## src/rtl/bus_controller.sv

```systemverilog
// 68000 bus controller: CPU clock divider, boot ROM overlay, region decode, chip selects,
// DTACK wait states, IRQ priority encoder, IACK routing. Optional watchdog: BERR_TIMEOUT_EN.
`timescale 1ns/1ps
module bus_controller #(
  parameter int CLK_DIV_LOG2 = 3,
  parameter int BOOT_CYCLES  = 4,
  parameter int ROM_WAIT     = 2,
  parameter int SRAM_WAIT    = 0,
  parameter int NUM_IRQ      = 7,
  parameter int DUART_LEVEL  = 1,
  parameter int BERR_CYCLES  = 64
) (
  input  logic               CLK,
  input  logic               RST,
  output logic               CLK_CPU,
  input  logic [9:0]         ADDR_H,
  input  logic [2:0]         ADDR_L,
  input  logic               AS,
  input  logic               UDS,
  input  logic               LDS,
  input  logic               RW,
  input  logic [2:0]         FC,
  input  logic [NUM_IRQ:1]   IRQ_N,
  input  logic               DTACK_DUART,
  output logic [2:0]         IPL,
  output logic               DTACK,
  output logic               VPA,
  output logic               BERR,
  output logic               ROM_LOWER,
  output logic               ROM_UPPER,
  output logic               SRAM_LOWER,
  output logic               SRAM_UPPER,
  output logic               DUART,
  output logic               IACK_DUART,
  output logic               BOOT
);

  typedef enum logic [2:0] {S_IDLE, S_WAIT, S_DTACK, S_VPA, S_BERR} state_e;
  typedef enum logic [2:0] {R_ROM, R_SRAM, R_DUART, R_IACK_DUART, R_IACK_AUTO, R_NONE} region_e;

  state_e                  state_q, state_d;
  region_e                 region_q, region_d, region_s;
  logic [3:0]              wait_q, wait_d;
  logic [3:0]              boot_cnt_q, boot_cnt_d;
  logic                    boot_q, boot_d;
  logic [CLK_DIV_LOG2-1:0] div_q, div_d;
  logic [2:0]              ipl_q, ipl_d;
  logic                    as_meta_q, as_sync_q, as_prev_q;
  logic                    dd_meta_q, dd_sync_q;
  logic [NUM_IRQ:1]        irq_meta_q, irq_sync_q;
  logic                    sel_en_s;
  logic                    unused_s;
`ifdef BERR_TIMEOUT_EN
  logic [7:0]              wd_q, wd_d;
`endif

  assign unused_s = ^{RW, ADDR_H[5:0]};

  // Two-flop synchronisers for the asynchronous CPU/peripheral inputs.
  always_ff @(posedge CLK or negedge RST) begin
    if (!RST) begin
      as_meta_q  <= 1'b1;
      as_sync_q  <= 1'b1;
      as_prev_q  <= 1'b1;
      dd_meta_q  <= 1'b1;
      dd_sync_q  <= 1'b1;
      irq_meta_q <= '1;
      irq_sync_q <= '1;
    end else begin
      as_meta_q  <= AS;
      as_sync_q  <= as_meta_q;
      as_prev_q  <= as_sync_q;
      dd_meta_q  <= DTACK_DUART;
      dd_sync_q  <= dd_meta_q;
      irq_meta_q <= IRQ_N;
      irq_sync_q <= irq_meta_q;
    end
  end

  // Address decode; the overlay maps every non-IACK access to ROM until BOOT.
  always_comb begin
    region_s = R_NONE;
    if (FC == 3'b111) begin
      region_s = (ADDR_L == 3'(DUART_LEVEL)) ? R_IACK_DUART : R_IACK_AUTO;
    end else if (!boot_q) begin
      region_s = R_ROM;
    end else begin
      case (ADDR_H[9:6])
        4'hE:    region_s = R_ROM;
        4'h0:    region_s = R_SRAM;
        4'hC:    region_s = R_DUART;
        default: region_s = R_NONE;
      endcase
    end
  end

  // Selects follow raw AS so they drop the cycle AS rises; reset forces them inactive.
  assign sel_en_s   = RST & ~AS;
  assign ROM_UPPER  = ~(sel_en_s & (region_s == R_ROM)  & ~UDS);
  assign ROM_LOWER  = ~(sel_en_s & (region_s == R_ROM)  & ~LDS);
  assign SRAM_UPPER = ~(sel_en_s & (region_s == R_SRAM) & ~UDS);
  assign SRAM_LOWER = ~(sel_en_s & (region_s == R_SRAM) & ~LDS);
  assign DUART      = ~(sel_en_s & (region_s == R_DUART) & ~LDS);
  assign IACK_DUART = ~(sel_en_s & (region_s == R_IACK_DUART));

  // FSM state register.
  always_ff @(posedge CLK or negedge RST) begin
    if (!RST) begin
      state_q  <= S_IDLE;
      region_q <= R_NONE;
      wait_q   <= 4'd0;
`ifdef BERR_TIMEOUT_EN
      wd_q     <= 8'd0;
`endif
    end else begin
      state_q  <= state_d;
      region_q <= region_d;
      wait_q   <= wait_d;
`ifdef BERR_TIMEOUT_EN
      wd_q     <= wd_d;
`endif
    end
  end

  // FSM next state. The IDLE->WAIT edge is itself the first wait clock, so a
  // region WAIT of N yields DTACK N+1 clocks after synced AS-low.
  always_comb begin
    state_d  = state_q;
    region_d = region_q;
    wait_d   = wait_q;
`ifdef BERR_TIMEOUT_EN
    wd_d     = wd_q;
`endif
    case (state_q)
      S_IDLE: begin
        if (!as_sync_q) begin
          region_d = region_s;
`ifdef BERR_TIMEOUT_EN
          wd_d     = 8'd1;
`endif
          case (region_s)
            R_ROM, R_SRAM: begin
              wait_d  = (region_s == R_ROM) ? 4'(ROM_WAIT) : 4'(SRAM_WAIT);
              state_d = (wait_d == 4'd0) ? S_DTACK : S_WAIT;
            end
            R_IACK_AUTO: state_d = S_VPA;
            default:     state_d = S_WAIT;
          endcase
        end else begin
          state_d = S_IDLE;
        end
      end
      S_WAIT: begin
        case (region_q)
          R_ROM, R_SRAM: begin
            if (wait_q <= 4'd1) state_d = S_DTACK;
            else                wait_d  = wait_q - 4'd1;
          end
          R_DUART, R_IACK_DUART: state_d = dd_sync_q ? S_WAIT : S_DTACK;
          default:               state_d = S_WAIT;
        endcase
`ifdef BERR_TIMEOUT_EN
        if ((state_d == S_WAIT) && (wd_q == 8'(BERR_CYCLES - 1))) state_d = S_BERR;
        else                                                        wd_d    = wd_q + 8'd1;
`endif
      end
      S_DTACK, S_VPA, S_BERR: state_d = as_sync_q ? S_IDLE : state_q;
      default:                state_d = S_IDLE;
    endcase
  end

  // FSM outputs: CPU handshakes decoded from the state register.
  always_comb begin
    DTACK = 1'b1;
    VPA   = 1'b1;
    BERR  = 1'b1;
    case (state_q)
      S_DTACK: DTACK = 1'b0;
      S_VPA:   VPA   = 1'b0;
      S_BERR: begin
`ifdef BERR_TIMEOUT_EN
        BERR = 1'b0;
`else
        BERR = 1'b1;
`endif
      end
      default: DTACK = 1'b1;
    endcase
  end

  // Boot counter, divider and interrupt level next values.
  always_comb begin
    boot_cnt_d = boot_cnt_q;
    boot_d     = boot_q;
    div_d      = div_q + {{(CLK_DIV_LOG2-1){1'b0}}, 1'b1};
    if (as_sync_q && !as_prev_q && !boot_q) begin
      boot_cnt_d = boot_cnt_q + 4'd1;
      boot_d     = (boot_cnt_q == 4'(BOOT_CYCLES - 1));
    end else begin
      boot_cnt_d = boot_cnt_q;
    end
    ipl_d = 3'b111;
    for (int n = 1; n <= NUM_IRQ; n++) begin
      ipl_d = irq_sync_q[n] ? ipl_d : ~3'(n);
    end
  end

  // Boot, divider and IPL registers.
  always_ff @(posedge CLK or negedge RST) begin
    if (!RST) begin
      boot_cnt_q <= 4'd0;
      boot_q     <= 1'b0;
      div_q      <= '0;
      ipl_q      <= 3'b111;
    end else begin
      boot_cnt_q <= boot_cnt_d;
      boot_q     <= boot_d;
      div_q      <= div_d;
      ipl_q      <= ipl_d;
    end
  end

  assign BOOT    = boot_q;
  assign IPL     = ipl_q;
  assign CLK_CPU = div_q[CLK_DIV_LOG2-1];

endmodule
```

## config.mk

```make
export PLATFORM = sky130hd
export DESIGN_NAME = bus_controller
export DESIGN_NICKNAME = d
export VERILOG_FILES = /design/src/rtl/bus_controller.sv
export SDC_FILE = /design/constraint.sdc
export NUM_CORES = 1
export LEC_CHECK = 0
export ABC_AREA = 1
export CORE_ASPECT_RATIO = 1.75
export CORE_MARGIN = 3
export CORE_UTILIZATION = 43
export CTS_CLUSTER_DIAMETER = 200
export DETAILED_ROUTE_END_ITERATION = 10
export PLACE_DENSITY = 0.75
export SLEW_MARGIN = 20
export SYNTH_ARGS = -nofsm -noshare
export SYNTH_HDL_FRONTEND = slang
export SYNTH_SLANG_ARGS = --single-unit
```

## constraint.sdc

```tcl
create_clock -name CLK -period 1.2 [get_ports CLK]
set_input_delay 0.3 -clock CLK [delete_from_list [all_inputs] [get_ports CLK]]
set_output_delay 0.3 -clock CLK [all_outputs]
set_load 0.01 [all_outputs]
```

== Word level (Yosys, flattened, before mapping) ==
Cells that the tools add are included.
Cells by class
  reduce and logical (&&, ||, !) cells: 17
  add/subtract/negate cells: 3
  eq/ne operators: 22
  order comparisons: 1
  muxes and demuxes: 27
  bitwise operators: 20
Operators with widths (number)
  3-bit two-way mux: 10
  3-bit by 2-bit == test with 1-bit output, second input constant: 6
  3-bit case mux with 3 select lines: 2
  4-bit two-way mux: 4
  3-bit by 1-bit == test with 1-bit output, second input constant: 4
  1-bit AND: 10
  2-bit two-way mux: 5
  1-bit NOT: 10
  3-bit == test, second input constant: 3
  3-bit zero test: 3
  4-bit == test, second input constant: 2
  4-bit zero test: 2
  2-bit inequality test, second input constant: 4
  4-bit case mux with 2 select lines: 1
  3-bit case mux with 2 select lines: 1
  2-bit OR reduction: 3
  5-bit AND reduction: 1
  4-bit by 1-bit adder with 4-bit output, second input constant: 1
  4-bit by 2-bit == test with 1-bit output, second input constant: 1
  4-bit by 1-bit <= comparator with 1-bit output, second input constant: 1
  2-bit case mux with 2 select lines: 1
  2-bit AND reduction: 2
  4-bit by 1-bit subtractor with 4-bit output, second input constant: 1
  3-bit by 1-bit adder with 3-bit output, second input constant: 1
  other kinds (7): 11
Word-level totals
  bits in registers: 40
  output and inout port bits: 14
  word-level logic and storage cells: 104

== Longest topological paths before layout ==
  word-level depth: 11
  gate-level depth with buffers: 10

== Least setup slack after synthesis ==
OpenSTA, ideal clock, no wires.
  path kind: flip-flop to output port
  start point: reg boot_q (netlist: BOOT)
  end point: out SRAM_UPPER
  arrival: 1.059 ns
  setup slack: -0.159 ns
  stages on the path, launching flop included: 7
  path through: dfrtp_1 > nand2_1 > nor2_1 > nor2_1 > nand3_1 > inv_1 > nand3_1
Between the ends
  longest elaborated chain between the ends: 6
RTL lines
  start, declared: RTL line 45  | logic boot_q, boot_d;
  start signal, assigned: RTL line 217  | boot_q <= boot_d;
  3-bit two-way mux: RTL line 85  | end else if (!boot_q) begin
  3-bit two-way mux: RTL line 83  | if (FC == 3'b111) begin
  3-bit by 1-bit == test with 1-bit output: RTL line 101  | assign SRAM_UPPER = ~(sel_en_s & (region_s == R_SRAM) & ~UDS);
  1-bit AND (2 in a row): RTL line 101
  1-bit NOT: RTL line 101
  end, declared: RTL line 32  | output logic SRAM_UPPER,
Every way passes these cells.

== Worst setup path after layout ==
  start point: reg boot_q (netlist: BOOT)
  end point: out ROM_UPPER
Between the ends
  longest elaborated chain between the ends: 6
RTL lines
  3-bit two-way mux: RTL line 85
  3-bit two-way mux: RTL line 83
  3-bit zero test: RTL line 99  | assign ROM_UPPER = ~(sel_en_s & (region_s == R_ROM) & ~UDS);
  1-bit AND (2 in a row): RTL line 99
  1-bit NOT: RTL line 99
  end, declared: RTL line 30  | output logic ROM_UPPER,
Every way passes these cells.

==> flow_metrics.env <==
export IMPL_wl_um=4400
export IMPL_cts_htree_levels=2
export IMPL_grt_pass1_wl_um=6530
export IMPL_synth_top_cell_area_share_pct=36.5
export IMPL_gp_congestion=0.802
export IMPL_cts_hold_buffers=0
export IMPL_tns_ns=-6.83
export IMPL_crit_type="register to output port"
export IMPL_drive_gt1_share_pct=59.7
export IMPL_clock_root_buffer="clkbuf_8"
export IMPL_dpl_cell_area_mm2=0.00231
export IMPL_final_nets=291
export IMPL_synth_fp_nets=203
export IMPL_crit_path_end="ROM_UPPER"
export IMPL_antenna_found_initial=0
export IMPL_place_ws_ns=-1.05
export IMPL_yosys_area_top_type="dfstp_2"
export IMPL_cts_tree="done"
export IMPL_synth_avg_cell_area_um2=9.81
export IMPL_dieArea_mm2=0.00467
export IMPL_viasPerCell=4.95
export IMPL_synthCells=169
export IMPL_via_count=1504
export IMPL_max_freq_ghz=0.581
export IMPL_dpl_cell_count=275
export IMPL_cts_buffers=5
export IMPL_slowest_delay_ns=0.46
export IMPL_cts_path_max_buffers=2
export IMPL_worst_r2r_path_depth=10
export IMPL_worst_path_most_repeated_cell="nand3_2"
export IMPL_setup_violations=25
export IMPL_cts_reportedPaths_clkPinSlew_ns=0.08
export IMPL_syn2layout_area_growth_pct=66.0
export IMPL_fp_row_count=29
export IMPL_worstSkewPairLatency_ns=0.30
export IMPL_worstPathRequired_ns=0.90
export IMPL_drt_pass1_iterations=4
export IMPL_fin_ws_ns=-0.522
export IMPL_synth_area_mm2=0.00166
export IMPL_status="finished with violations"
export IMPL_stdcell_count=304
export IMPL_grt_use_total_pct=19.7
export IMPL_yosysSeqAreaShare_pct=59.1
export IMPL_ys_seq_elements=38
export IMPL_regToRegStartpoint="BOOT"
export IMPL_route_detailed_drc=0
export IMPL_grt_pass1_vias=1504
export IMPL_r2r_slack_ns=-0.49
export IMPL_die_h_um=88.1
export IMPL_antenna_left=0
export IMPL_finalCritPeriodShare_pct=144
export IMPL_synth_cell_type_count=29
export IMPL_wl_per_cell_um=14.5
export IMPL_peakVddDrop_mv=1.88
export IMPL_n_antenna_cell=0
export IMPL_cts_sinks=38
export IMPL_crit_arrival_ns=1.42
export IMPL_port_buffers=35
export IMPL_critPathSlowestCell="dfrtp_2"
export IMPL_drt_iter0_drc=36
export IMPL_violations="setup timing"
export IMPL_drv_slew=0
export IMPL_fp_dieW_um=52.9
export IMPL_r2r_end="wait_q[1]"
export IMPL_grt_max_degree=39
export IMPL_fillers=241
export IMPL_finalHoldViolCount=0
export IMPL_core_area_mm2=0.00366
export IMPL_stdcell_area_mm2=0.00275
export IMPL_fin_util_pct=75.1
export IMPL_finalCriticalPeriod_ns=1.72
export IMPL_finClkSkew_ns=0.0123
export IMPL_dpl_hpwl_um=2440
export IMPL_ioPinCount=44
export IMPL_rsz0062_at_grt="yes"
export IMPL_drv_cap=0
export IMPL_path_max_fanout=4
export IMPL_crit_path_start_kind="register"
export IMPL_grt_overflow=0
export IMPL_holdCritPathClass="primary input to asynchronous set/reset pin"
export IMPL_ys_warn_count=0
export IMPL_power_leakage_nw=1.33
export IMPL_synth_area_leaders="dfstp_2, dfrtp_1, nand2_1"
export IMPL_cp_end_kind="output port"
export IMPL_path_cells="nand3_2 -> nor2_4 -> o21ai_4 -> nand3_2 -> inv_2 -> nand3_2 -> buf_6"
export IMPL_power_density_mw_per_mm2=2040
export IMPL_cp_startpoint="BOOT"
export IMPL_initial_core_util_pct=45.2
[final cells by class]
type	instances	area (um^2)	share of cell area (%)
flip-flops and latches	38	981	35.7
multi-input cells	105	764	27.8
repair buffers	82	714	26.0
inverters	25	101	3.68
clock buffers	6	93.8	3.41
well taps	46	57.6	2.09
clock inverters	2	38.8	1.41
[cells in the mapped netlist]
cell,number
nand3b_1,2
o21ai_0,5
o21bai_1,1
conb_1,1
dfrtp_1,15
nor3_1,3
nand2_4,1
nor2_2,1
ha_1,4
nand2_1,35
a21boi_0,1
o21ai_1,1
nor3_2,2
o21bai_4,1
xnor2_1,3
inv_1,23
or2_2,2
nand3_1,13
nand2_2,2
or2_1,1
inv_2,2
nor2_1,13
dfstp_2,23
o211ai_1,1
nand3_2,2
buf_4,1
a21oi_1,5
nand4_1,3
xor2_1,2
[where the power goes]
group,switching [mW],leakage (nW),internal (mW)
Combinational,1.29,0.832,1.34
Clock,0.489,0.0665,0.749
Sequential,0.185,0.431,1.55
Total,1.97,1.33,3.64
[flip-flops by register name, indices dropped and copies added, names as in the netlist]
| signal | flops |
|---|---|
| irq_sync_q | 7 |
| wait_q | 4 |
| as_meta_q | 1 |
| IPL | 3 |
| region_q | 2 |
| div_q | 3 |
| as_sync_q | 1 |
| boot_cnt_q | 4 |
| state_q | 2 |
| as_prev_q | 1 |
| dd_sync_q | 1 |
| BOOT | 1 |
| irq_meta_q | 7 |
| dd_meta_q | 1 |
[per-layer routing]
layer	global-route usage [%]	vias to the layer above	part of all wire, %
li1	-	709	-
met1	21.1	728	36
met2	34.5	43	55
met3	3.75	24	3.3
met4	11.9	0	5.7
met5	0	-	0
[stage by stage]
step | hold slack (ns) | total power, mW
detailed placement | 0.347 | 3.49
finish | 0.0558 | 5.61
CTS | 0.0552 | 5.17
global placement | 0.346 | 3.47
global route | 0.0812 | 5.95
floorplan | 0.00441 | 2.75
[critical path, delay by kind of cell (launching register included)]
family,cells,cell delay (ns)
compound gates,1,0.17
buf+inv,2,0.19
flops,1,0.46
simple gates,4,0.30
[logic make-up after synthesis]
family	after synthesis	share of synthesized area [%]
AO/OA/AOI/OAI	15	5.81
XOR/XNOR	5	2.64
adder cells (fa/ha/maj)	4	3.02
buffers and inverters	26	6.11
flip-flops	38	59.1
other	1	0.226
AND/OR/NAND/NOR	80	23.1
[worst min path at each step]
stage                   from             to  slack [ns]  cells after the start
2_1_floorplan            RST           BOOT       0.004                      0
3_3_place_gp   irq_meta_q[1]  irq_sync_q[1]        0.35                      0
3_5_place_dp   irq_meta_q[1]  irq_sync_q[1]        0.35                      0
4_1_cts                  RST      wait_q[3]        0.06                      2
5_1_grt                  RST       div_q[1]        0.08                      2
6_report                 RST      wait_q[3]        0.06                      2
[placed cells by master, fill, tap and decap left out, types with 7 or more instances in the layout]
cell type / instances
inv_2: 9
inv_1: 13
buf_4: 36
nand2_2: 11
dfstp_2: 23
clkdlybuf4s50_1: 11
nor2_1: 7
nand3_2: 9
buf_6: 20
dfrtp_1: 14
nand2_1: 21
[what timing repair did]
action	4_1_cts	5_1_grt
buffers inserted	16	8
gates cloned	0	0
pin swaps	20	27
resized for setup	105	31
endpoints found under the setup margin	23	25
Power figures use the tool's default switching activity.
